`config.mk`:
```
export PLATFORM = sky130hd
export DESIGN_NAME = wb_arbiter_flat
export DESIGN_NICKNAME = d
export VERILOG_FILES = /design/src/rtl/rv32_wb_pkg.sv /design/src/rtl/wb_arbiter_if.sv /design/src/rtl/wb_scoreboard.sv /design/src/rtl/wb_arbiter.sv /design/src/flat_wrapper.sv
export SDC_FILE = /design/constraint.sdc
export NUM_CORES = 1
export LEC_CHECK = 0
export CORE_MARGIN = 2
export CORE_UTILIZATION = 35
export CTS_BUF_LIST = sky130_fd_sc_hd__clkbuf_4 sky130_fd_sc_hd__clkbuf_8
export DETAILED_ROUTE_END_ITERATION = 8
export PLACE_DENSITY = 0.68
export SETUP_SLACK_MARGIN = 0.15
export SYNTH_ARGS = -nofsm -noshare
export SYNTH_HDL_FRONTEND = slang
export SYNTH_HIERARCHICAL = 1
export SYNTH_SLANG_ARGS = --single-unit
```
`constraint.sdc`:
```
create_clock -name clk -period 2.55 [get_ports clk]
set_input_delay 0.3825 -clock clk [delete_from_list [all_inputs] [get_ports clk]]
set_output_delay 0.3825 -clock clk [all_outputs]
set_load 0.02 [all_outputs]
```
`src/rtl/rv32_wb_pkg.sv`:
```
// Shared definitions for the register-file writeback arbiter.
// Contents: register-file geometry (XLEN, REG_ADDR_W), the arbiter
// state enum, and a helper that tells whether a destination register
// may be written (x0 is hard-wired to zero and never written).
package rv32_wb_pkg;

    localparam int XLEN       = 32;
    localparam int REG_ADDR_W = 5;
    localparam int NUM_REGS   = 2 ** REG_ADDR_W;

    typedef enum logic [1:0] {
        ST_IDLE  = 2'd0,   // buffer empty
        ST_HELD  = 2'd1,   // one mul/div result buffered
        ST_DRAIN = 2'd2    // buffer written while the pipeline is stalled
    } wb_state_e;

    function automatic logic rf_addr_writable(input logic [REG_ADDR_W-1:0] rd);
        return rd != '0;
    endfunction

endpackage

```
`src/rtl/wb_arbiter_if.sv`:
```
// Bus bundle between the CPU pipeline / mul-div unit (master side) and
// the writeback arbiter (slave side).
// Signals:
//   pipe_we/pipe_rd/pipe_data     in-order pipeline writeback request
//   md_valid/md_rd/md_data        mul/div result offer, md_ready accept
//   md_issue/md_issue_rd          mul/div issue with destination register
//   rs1/rs2, md_hazard            decode source registers and hazard flag
//   pipe_stall                    pipeline hold request
//   rf_we/rf_rd/rf_wdata          the single register-file write port
interface wb_arbiter_if;
    import rv32_wb_pkg::*;

    logic                  pipe_we;
    logic [REG_ADDR_W-1:0] pipe_rd;
    logic [XLEN-1:0]       pipe_data;
    logic                  md_valid;
    logic [REG_ADDR_W-1:0] md_rd;
    logic [XLEN-1:0]       md_data;
    logic                  md_ready;
    logic                  md_issue;
    logic [REG_ADDR_W-1:0] md_issue_rd;
    logic [REG_ADDR_W-1:0] rs1;
    logic [REG_ADDR_W-1:0] rs2;
    logic                  md_hazard;
    logic                  pipe_stall;
    logic                  rf_we;
    logic [REG_ADDR_W-1:0] rf_rd;
    logic [XLEN-1:0]       rf_wdata;

    modport master (
        output pipe_we, pipe_rd, pipe_data,
        output md_valid, md_rd, md_data,
        output md_issue, md_issue_rd, rs1, rs2,
        input  md_ready, md_hazard, pipe_stall,
        input  rf_we, rf_rd, rf_wdata
    );

    modport slave (
        input  pipe_we, pipe_rd, pipe_data,
        input  md_valid, md_rd, md_data,
        input  md_issue, md_issue_rd, rs1, rs2,
        output md_ready, md_hazard, pipe_stall,
        output rf_we, rf_rd, rf_wdata
    );

endinterface

```
`src/rtl/wb_scoreboard.sv`:
```
// Pending-result scoreboard for outstanding mul/div destinations.
// One bit per architectural register; issue sets a bit, the arbiter
// clears it when the matching result is written or discarded. A set
// and clear of the same bit in one cycle leaves the bit set, since the
// new issue is younger than the retiring result.
// Ports:
//   clk, rst              clock, synchronous active-high reset
//   i_set_en, i_set_rd    mul/div issued to i_set_rd (x0 ignored)
//   i_clr_en, i_clr_rd    result for i_clr_rd written or discarded
//   i_rs1, i_rs2          decode-stage source registers
//   o_hazard              a source register awaits a mul/div result
module wb_scoreboard
    import rv32_wb_pkg::*;
(
    input  logic                  clk,
    input  logic                  rst,
    input  logic                  i_set_en,
    input  logic [REG_ADDR_W-1:0] i_set_rd,
    input  logic                  i_clr_en,
    input  logic [REG_ADDR_W-1:0] i_clr_rd,
    input  logic [REG_ADDR_W-1:0] i_rs1,
    input  logic [REG_ADDR_W-1:0] i_rs2,
    output logic                  o_hazard
);

    logic [NUM_REGS-1:0] r_pend;

    genvar gi;
    generate
        for (gi = 0; gi < NUM_REGS; gi++) begin : g_pend
            logic w_set;
            logic w_clr;

            assign w_set = i_set_en && rf_addr_writable(i_set_rd)
                           && (i_set_rd == REG_ADDR_W'(gi));
            assign w_clr = i_clr_en && (i_clr_rd == REG_ADDR_W'(gi));

            always_ff @(posedge clk) begin
                if (rst) begin
                    r_pend[gi] <= 1'b0;
                end else if (w_set) begin
                    r_pend[gi] <= 1'b1;
                end else if (w_clr) begin
                    r_pend[gi] <= 1'b0;
                end
            end
        end
    endgenerate

    assign o_hazard = (rf_addr_writable(i_rs1) && r_pend[i_rs1])
                   || (rf_addr_writable(i_rs2) && r_pend[i_rs2]);

endmodule

```
`src/rtl/wb_arbiter.sv`:
```
// Register-file writeback arbiter: merges the in-order pipeline write
// and the out-of-order mul/div result onto one register-file write port.
// The pipeline always has priority; a colliding mul/div result is parked
// in a one-entry buffer and written in the next free cycle, or forced
// out by stalling the pipeline for one cycle (DRAIN).
// Build option: define WB_ARB_STARVE_EN to let the buffered result wait
// up to STARVE_LIMIT-1 busy cycles (saturating 3-bit counter) before the
// pipeline is stalled; without it the buffer is drained after one busy
// cycle.
// Ports:
//   clk, rst   clock, synchronous active-high reset
//   bus        wb_arbiter_if slave modport (pipeline, mul/div, decode
//              hazard and register-file write port signals)
module wb_arbiter
    import rv32_wb_pkg::*;
#(
    parameter int STARVE_LIMIT = 4
) (
    input  logic         clk,
    input  logic         rst,
    wb_arbiter_if.slave  bus
);

    wb_state_e             r_state;
    logic                  r_md_ready;
    logic                  r_pipe_stall;
    logic [REG_ADDR_W-1:0] r_buf_rd;
    logic [XLEN-1:0]       r_buf_data;

    wb_state_e             w_state_next;
    logic                  w_sel_we;
    logic [REG_ADDR_W-1:0] w_sel_rd;
    logic [XLEN-1:0]       w_sel_data;
    logic                  w_capture;
    logic                  w_clr_en;
    logic [REG_ADDR_W-1:0] w_clr_rd;

`ifdef WB_ARB_STARVE_EN
    logic [2:0] r_cnt;
    logic [2:0] w_cnt_sat;
    logic       w_cnt_step;
    logic       w_starved;

    assign w_cnt_sat = (r_cnt == 3'd7) ? r_cnt : r_cnt + 3'd1;
    assign w_starved = int'({29'd0, w_cnt_sat}) >= (STARVE_LIMIT - 1);
`endif

    always_comb begin
        w_state_next = r_state;
        w_sel_we     = 1'b0;
        w_sel_rd     = bus.pipe_rd;
        w_sel_data   = bus.pipe_data;
        w_capture    = 1'b0;
        w_clr_en     = 1'b0;
        w_clr_rd     = bus.md_rd;
`ifdef WB_ARB_STARVE_EN
        w_cnt_step   = 1'b0;
`endif
        if (rst) begin
            // Only the pipeline passes during reset; the buffer is dropped.
            w_sel_we = bus.pipe_we;
        end else begin
            case (r_state)
                ST_IDLE: begin
                    if (bus.pipe_we) begin
                        w_sel_we = 1'b1;
                        if (bus.md_valid) begin
                            if (bus.md_rd != bus.pipe_rd) begin
                                w_capture    = 1'b1;
                                w_state_next = ST_HELD;
                            end else begin
                                // Younger pipeline write to the same rd wins.
                                w_clr_en = 1'b1;
                            end
                        end
                    end else if (bus.md_valid) begin
                        w_sel_we   = 1'b1;
                        w_sel_rd   = bus.md_rd;
                        w_sel_data = bus.md_data;
                        w_clr_en   = 1'b1;
                    end
                end
                ST_HELD: begin
                    w_clr_rd = r_buf_rd;
                    w_sel_we = 1'b1;
                    if (!bus.pipe_we) begin
                        w_sel_rd     = r_buf_rd;
                        w_sel_data   = r_buf_data;
                        w_clr_en     = 1'b1;
                        w_state_next = ST_IDLE;
                    end else if (bus.pipe_rd == r_buf_rd) begin
                        w_clr_en     = 1'b1;
                        w_state_next = ST_IDLE;
                    end else begin
`ifdef WB_ARB_STARVE_EN
                        w_cnt_step = 1'b1;
                        if (w_starved) begin
                            w_state_next = ST_DRAIN;
                        end
`else
                        w_state_next = ST_DRAIN;
`endif
                    end
                end
                ST_DRAIN: begin
                    w_sel_we     = 1'b1;
                    w_sel_rd     = r_buf_rd;
                    w_sel_data   = r_buf_data;
                    w_clr_en     = 1'b1;
                    w_clr_rd     = r_buf_rd;
                    w_state_next = ST_IDLE;
                end
                default: begin
                    w_state_next = ST_IDLE;
                end
            endcase
        end
    end

    always_ff @(posedge clk) begin
        if (rst) begin
            r_state      <= ST_IDLE;
            r_md_ready   <= 1'b1;
            r_pipe_stall <= 1'b0;
            r_buf_rd     <= '0;
            r_buf_data   <= '0;
`ifdef WB_ARB_STARVE_EN
            r_cnt        <= 3'd0;
`endif
        end else begin
            r_state      <= w_state_next;
            r_md_ready   <= (w_state_next == ST_IDLE);
            r_pipe_stall <= (w_state_next == ST_DRAIN);
            if (w_capture) begin
                r_buf_rd   <= bus.md_rd;
                r_buf_data <= bus.md_data;
            end
`ifdef WB_ARB_STARVE_EN
            if (w_capture) begin
                r_cnt <= 3'd0;
            end else if (w_cnt_step) begin
                r_cnt <= w_cnt_sat;
            end
`endif
        end
    end

    wb_scoreboard u_scoreboard (
        .clk      (clk),
        .rst      (rst),
        .i_set_en (bus.md_issue),
        .i_set_rd (bus.md_issue_rd),
        .i_clr_en (w_clr_en),
        .i_clr_rd (w_clr_rd),
        .i_rs1    (bus.rs1),
        .i_rs2    (bus.rs2),
        .o_hazard (bus.md_hazard)
    );

    assign bus.md_ready   = r_md_ready;
    assign bus.pipe_stall = r_pipe_stall;
    assign bus.rf_we      = w_sel_we && rf_addr_writable(w_sel_rd);
    assign bus.rf_rd      = w_sel_rd;
    assign bus.rf_wdata   = w_sel_data;

endmodule

```
`src/flat_wrapper.sv`:
```
// flat-port wrapper written by rule: the top's interface ports become plain ports
module wb_arbiter_flat import rv32_wb_pkg::*;
#(
    parameter int STARVE_LIMIT = 4
)
  (clk, rst, bus_pipe_we, bus_pipe_rd, bus_pipe_data, bus_md_valid, bus_md_rd, bus_md_data, bus_md_issue, bus_md_issue_rd, bus_rs1, bus_rs2, bus_md_ready, bus_md_hazard, bus_pipe_stall, bus_rf_we, bus_rf_rd, bus_rf_wdata);
  wb_arbiter_if bus_i ();
  input  logic clk;
  input  logic rst;
  input wire logic [$bits(bus_i.pipe_we)-1:0] bus_pipe_we;
  input wire logic [$bits(bus_i.pipe_rd)-1:0] bus_pipe_rd;
  input wire logic [$bits(bus_i.pipe_data)-1:0] bus_pipe_data;
  input wire logic [$bits(bus_i.md_valid)-1:0] bus_md_valid;
  input wire logic [$bits(bus_i.md_rd)-1:0] bus_md_rd;
  input wire logic [$bits(bus_i.md_data)-1:0] bus_md_data;
  input wire logic [$bits(bus_i.md_issue)-1:0] bus_md_issue;
  input wire logic [$bits(bus_i.md_issue_rd)-1:0] bus_md_issue_rd;
  input wire logic [$bits(bus_i.rs1)-1:0] bus_rs1;
  input wire logic [$bits(bus_i.rs2)-1:0] bus_rs2;
  output wire logic [$bits(bus_i.md_ready)-1:0] bus_md_ready;
  output wire logic [$bits(bus_i.md_hazard)-1:0] bus_md_hazard;
  output wire logic [$bits(bus_i.pipe_stall)-1:0] bus_pipe_stall;
  output wire logic [$bits(bus_i.rf_we)-1:0] bus_rf_we;
  output wire logic [$bits(bus_i.rf_rd)-1:0] bus_rf_rd;
  output wire logic [$bits(bus_i.rf_wdata)-1:0] bus_rf_wdata;
  assign bus_i.pipe_we = bus_pipe_we;
  assign bus_i.pipe_rd = bus_pipe_rd;
  assign bus_i.pipe_data = bus_pipe_data;
  assign bus_i.md_valid = bus_md_valid;
  assign bus_i.md_rd = bus_md_rd;
  assign bus_i.md_data = bus_md_data;
  assign bus_i.md_issue = bus_md_issue;
  assign bus_i.md_issue_rd = bus_md_issue_rd;
  assign bus_i.rs1 = bus_rs1;
  assign bus_i.rs2 = bus_rs2;
  assign bus_md_ready = bus_i.md_ready;
  assign bus_md_hazard = bus_i.md_hazard;
  assign bus_pipe_stall = bus_i.pipe_stall;
  assign bus_rf_we = bus_i.rf_we;
  assign bus_rf_rd = bus_i.rf_rd;
  assign bus_rf_wdata = bus_i.rf_wdata;
  wb_arbiter #(.STARVE_LIMIT(STARVE_LIMIT)) u_core (.clk(clk), .rst(rst), .bus(bus_i));
endmodule
```
### Word-level counts from Yosys, hierarchy flattened

Index checks and enable logic that the tools add are counted.

* bits in registers: 73
* input port bits: 94
* output and inout bits: 41
* word-level logic and storage cells: 319

* $lt $le $gt $ge: 2
* eq/ne operators: 67
* multiplexer cells: 103
* reductions and logical operators: 110

Operators with widths (count)
* $eq 5x5->1 const B: 32
* $mux 32: 4
* $pmux 32 s3: 1
* $eq 5x4->1 const B: 16
* $mux 1: 80
* $logic_and 1x1->1: 68
* $reduce_bool 2->1: 32
* $eq 5x3->1 const B: 8
* $mux 5: 6
* $eq 5x2->1 const B: 4
* $reduce_bool 5->1: 4
* $pmux 5 s3: 1
* $lt 5x6->1 const B: 2
* $mux 2: 6
* $bmux 1 s5: 2
* $eq 5x1->1 const B: 2
* $logic_not 5->1: 2
* $eq 5x5->1: 1
* $ne 5x5->1: 1
* $eq 2x2->1 const B: 2
* $logic_not 2->1: 2
* $pmux 2 s2: 1
* $pmux 1 s3: 1
* $eq 2x1->1 const B: 1
* other kinds (3): 3

### Depth between registers and ports, before layout

* depth after elaboration: 9
* gate-level depth with buffers: 11
* mapped depth without buffers: 10

### By module

The synthesis kept the hierarchy.

Modules (own cells, without submodules)
* wb_arbiter: times used 1, cells an instance 309, area an instance 2511.2 µm², sequential area each 820.8 µm²
* wb_scoreboard: times used 1, cells an instance 216, area an instance 1826.8 µm², sequential area each 620.6 µm²

### Worst setup path after synthesis

Ideal clock, no wire load.

* path kind: reg-to-output
* start point: reg u_core.r_state[0]
* end point: out bus_rf_rd[1]
* arrival: 1813 ps
* data required time: 2168 ps
* path slack: 355 ps
* stages on the path, launching flop included: 8
* buffers on the path: 2
* cell sequence: dfxtp_1 > inv_1 > ha_1 > and3_1 > buf_2 > buf_2 > a22oi_1 > o21ai_0

* longest elaborated chain between the ends: 3
* elaborated cells on any way between the ends: 5
* classes of those cells: eq/ne (2); mux (2); reduce/logical (1)

Ends and longest elaborated chain
* start: declaration: RTL line wb_arbiter.sv:24 `wb_state_e r_state;`
* start signal: assignment: RTL line wb_arbiter.sv:131 `r_state <= w_state_next;`
* $eq 2x2->1, or another cell as far along: RTL line wb_arbiter.sv:63 `case (r_state)`
* $pmux 5 s3 *: RTL line wb_arbiter.sv:63
* $mux 5 *: RTL line wb_arbiter.sv:59 `if (rst) begin`
* end: declaration: RTL line flat_wrapper.sv:24 `output wire logic [$bits(bus_i.rf_rd)-1:0] bus_rf_rd;`

Mark *: on every way between the ends. The rest lies on a longest branch, timed or not.

### Final worst setup path

* start point: reg u_core.u_scoreboard.r_pend[11]
* end point: out bus_md_hazard

* longest elaborated chain between the ends: 4
* elaborated cells on any way between the ends: 7
* classes of those cells: mux (4); reduce/logical (3)

Ends and longest elaborated chain
* start: declaration: RTL line wb_scoreboard.sv:26 `logic [NUM_REGS-1:0] r_pend;`
* start signal: indexed assignment: RTL line wb_scoreboard.sv:40 `r_pend[gi] <= 1'b0;`
* start signal: indexed assignment: RTL line wb_scoreboard.sv:42 `r_pend[gi] <= 1'b1;`
* start signal: indexed assignment: RTL line wb_scoreboard.sv:44 `r_pend[gi] <= 1'b0;`
* $bmux 1 s5 (on tied branches): RTL line wb_scoreboard.sv:50, wb_scoreboard.sv:51
* $mux 1 (on tied branches): RTL line wb_scoreboard.sv:50, wb_scoreboard.sv:51
* $logic_and 1x1->1 (on tied branches): RTL line wb_scoreboard.sv:50, wb_scoreboard.sv:51
* $logic_or 1x1->1 *: RTL line wb_scoreboard.sv:51 `|| (rf_addr_writable(i_rs2) && r_pend[i_rs2]);`
* end: declaration: RTL line flat_wrapper.sv:21 `output wire logic [$bits(bus_i.md_hazard)-1:0] bus_md_hazard;`

Mark *: on every way between the ends. The rest lies on a longest branch, timed or not. The select of a mux whose other input is x is not followed.

==> flow_metrics.py <==
metrics = {
    "synth": {
        "syn_area_um2": 4340,
        "yosys.area_share.simple": 0.175,
        "synth_warnings": 6,
        "synth_edf_count": 0,
        "synth_cells": 525,
        "synth_mux_area_frac": 0.190,
        "netlist.area_leader.share": 0.332,
        "synthAdderAreaFrac": 0.0115,
        "synth_area_leaders": "dfxtp_1 33%, mux2i_1 9.5%, o21ai_0 8.0%",
        "synth-xor-area-share": 0.0202,
        "synth_cell_types": 51,
        "synth_area_leader_cell": "dfxtp_1",
        "yosys_register_bits": 72,
        "synth_top_family_by_area": "compound AO/OA/AOI/OAI gates",
        "syn_nets": 623,
        "syn_avg_cell_area_um2": 8.26,
        "synthFlopType": "dfxtp_1",
        "async_flop_share": 0,
        "synth_compound_area_frac": 0.222,
        "synth_seq_area_share": 0.332,
    },
    "clock_tree": {
        "cts_tree": "yes",
        "clk_pin_slew_ns": 0.08,
        "insertion_delay_ns": 0.35,
        "cts.sinks": 72,
        "numCtsBuffers": 9,
        "cts_htree_levels": 3,
        "cts_buffer_depth": 2,
        "hold_buffers": 0,
        "clockRootBuffer": "clkbuf_8",
    },
    "global_route": {
        "grt_first_pass_wirelength_um": 22500,
        "grt.overflow.total": 0,
        "grt_pass1_vias": 4583,
        "antenna_found_initial": 0,
        "grt_start_max_net_pins": 48,
        "grt.total_usage": 0.211,
    },
    "floorplanning": {
        "dieHeight_um": 115,
        "die_width_um": 115,
        "io_pins": 135,
        "row_count": 40,
        "dieArea_um2": 13300,
        "core_area_um2": 12100,
        "initial_core_util": 0.360,
    },
    "critical_path": {
        "worst-endpoint-required_ns": 2.17,
        "cp.arrival_ns": 2.06,
        "critical_path.endpoint_type": "primary output",
        "worst-path-max-fanout": 3,
        "crit_type": "register to primary output",
        "critPathMaxStageDelay_ns": 0.50,
        "path_cells": "mux4_2 -> o2111ai_2 -> o41ai_1 -> nor4_1 -> nand3_1 -> buf_4",
        "cp_slowest_cell": "mux4_2",
        "worstSetupStartpointType": "register",
    },
    "pwr": {
        "powerDensity_nw_per_um2": 461,
        "intPower_mw": 2.02,
        "p_comb_frac": 0.315,
        "p_seq_frac": 0.405,
        "power.leakage_nw": 2.47,
        "swShare": 0.317,
        "clkPwrFrac": 0.280,
        "p_switching_uw": 938,
        "irDropWorstVdd_v": 0.000224,
    },
    "timing": {
        "finalCritPeriodShare": 0.960,
        "final.setup.tns_ns": 0,
        "tightest_slew_ns": 0.781,
        "setup_violations": 0,
        "relSlewSlack": 0.478,
        "slew_violations": 0,
        "skew_ns": 0.00618,
        "hold_slack_ns": 0.505,
        "fin_crit_ns": 2.45,
        "rsz0062_at_grt": "yes",
        "max_freq_mhz": 409,
        "setup_ws_ns": 0.103,
        "finalHoldViolCount": 0,
    },
    "detailed_routing": {
        "vias": 4678,
        "routed_wirelength_um": 14900,
        "drtIter0Drc": 343,
        "wire_per_inst_um": 17.2,
        "drtAntennaViolNets": 0,
        "drc": 0,
        "dr.pass1.iters": 7,
        "via_per_inst": 5.40,
    },
    "cells_and_area": {
        "syn2layout_area_growth_pct": 48.2,
        "final_common_cell": "clkdlybuf4s50_1",
        "final_util": 0.533,
        "fin_nets": 792,
        "drive_gt1_frac": 0.255,
        "layout_common_cells": "88 x clkdlybuf4s50_1, 78 x nand2_1, 70 x dfxtp_1, 63 x o21ai_0, 54 x nor2_1",
        "n_antenna_cell": 0,
        "n_fill_cell": 1102,
    },
    "place": {
        "place.gp.congestion": 0.928,
        "port_buffers": 134,
        "dp_hpwl_um": 10600,
        "place_ws_ns": -0.600,
    },
    "job": {
        "maxCapViolCount": 0,
    },
    "outcome": {
        "outcome": "completed",
    },
    "worst_hold_path": {
        "hold_path_class": "register to register",
    },
}
## logic make-up (layout without fill, tap and decap cells)
family                     count (synthesis)  after routing
AOI/OAI and AO/OA                        161            161
buffers and inverters                     40            214
DFF                                       72             72
muxes                                     65             65
adders and majority gates                  4              4
and+or+nand+nor                          173            173
xor gates and xnor gates                  10             10
## cell type report
class	instances	area, um2	area share
clock buffers	12	153	0.0237
clock inverters	4	30.0	0.00467
inverters	5	18.8	0.00292
multi-input cells	413	2860	0.445
flip-flops and latches	72	1450	0.225
well taps	168	210	0.0327
repair buffers	193	1710	0.266
## layer usage
| metal | up-vias | wire length, um | track usage |
|---|---|---|---|
| met5 | - | 0 | 0 |
| met4 | 0 | 165 | 0.0667 |
| met3 | 18 | 836 | 0.0327 |
| met2 | 174 | 7570 | 0.365 |
| met1 | 2253 | 6340 | 0.271 |
| li1 | 2233 | - | - |
## through the flow
| step | instances | instance area [um2] | total power [mW] |
|---|---|---|---|
| 2_1_floorplan | 525 | 4340 | 1.67 |
| 3_3_place_gp | 839 | 6070 | 2.09 |
| 3_5_place_dp | 839 | 6070 | 2.10 |
| 4_1_cts | 858 | 6160 | 2.89 |
| 5_1_grt | 867 | 6430 | 3.10 |
| 6_report | 867 | 6430 | 2.96 |
## synthesized netlist by cell type (3+ instances only)
master	n
nand2_1	78
dfxtp_1	72
o21ai_0	69
nor2_1	55
mux2i_1	41
a22oi_1	37
a21oi_1	34
clkbuf_1	17
mux2_2	12
buf_2	11
mux4_2	10
nand2b_1	10
xnor2_1	7
inv_1	5
nor2b_1	5
nor3_1	5
ha_1	4
nand3_1	4
o22ai_1	4
o41ai_1	3
or2_2	3
xor2_1	3
## critical path, delay by kind of cell, from the launching register on
| kind | cells | cell delay, ns |
|---|---|---|
| DFF | 1 | 0.33 |
| and+or+nand+nor | 2 | 0.42 |
| buffers and inverters | 1 | 0.18 |
| muxes | 1 | 0.50 |
| AOI/OAI and AO/OA | 2 | 0.29 |
## worst paths after layout
kind                                        from                             to  slack (ns)  depth (start not counted)
setup / recovery  u_core/u_scoreboard/r_pend[11]                  bus_md_hazard        0.10                          6
hold / removal             u_core/r_buf_data[22]          u_core/r_buf_data[22]        0.51                          2
setup reg to reg               u_core/r_state[0]  u_core/u_scoreboard/r_pend[3]        0.19                         12
hold reg to reg            u_core/r_buf_data[22]          u_core/r_buf_data[22]        0.51                          2
## timing repair
action,4_1_cts,5_1_grt
pin swaps,3,3
gates resized for setup,219,38
buffers inserted,3,5
setup endpoints to repair,39,54
gates cloned,0,4
## power groups by stage
| stage | Sequential, mW | Clock, mW | Combinational (mW) |
|---|---|---|---|
| 2_1_floorplan | 1.22 | 0 | 0.450 |
| 3_3_place_gp | 1.22 | 0 | 0.866 |
| 3_5_place_dp | 1.22 | 0 | 0.882 |
| 4_1_cts | 1.20 | 0.848 | 0.842 |
| 5_1_grt | 1.20 | 0.897 | 0.998 |
| 6_report | 1.20 | 0.829 | 0.934 |
## state kept, by name, indices dropped and copies added (netlist names)
signal	count
u_core/r_state	2
u_core/r_buf_data	32
u_core/u_scoreboard/r_pend	31
u_core/bus.pipe_stall	1
u_core/r_buf_rd	5
u_core/bus.md_ready	1
Power figures use the tool's default switching activity.
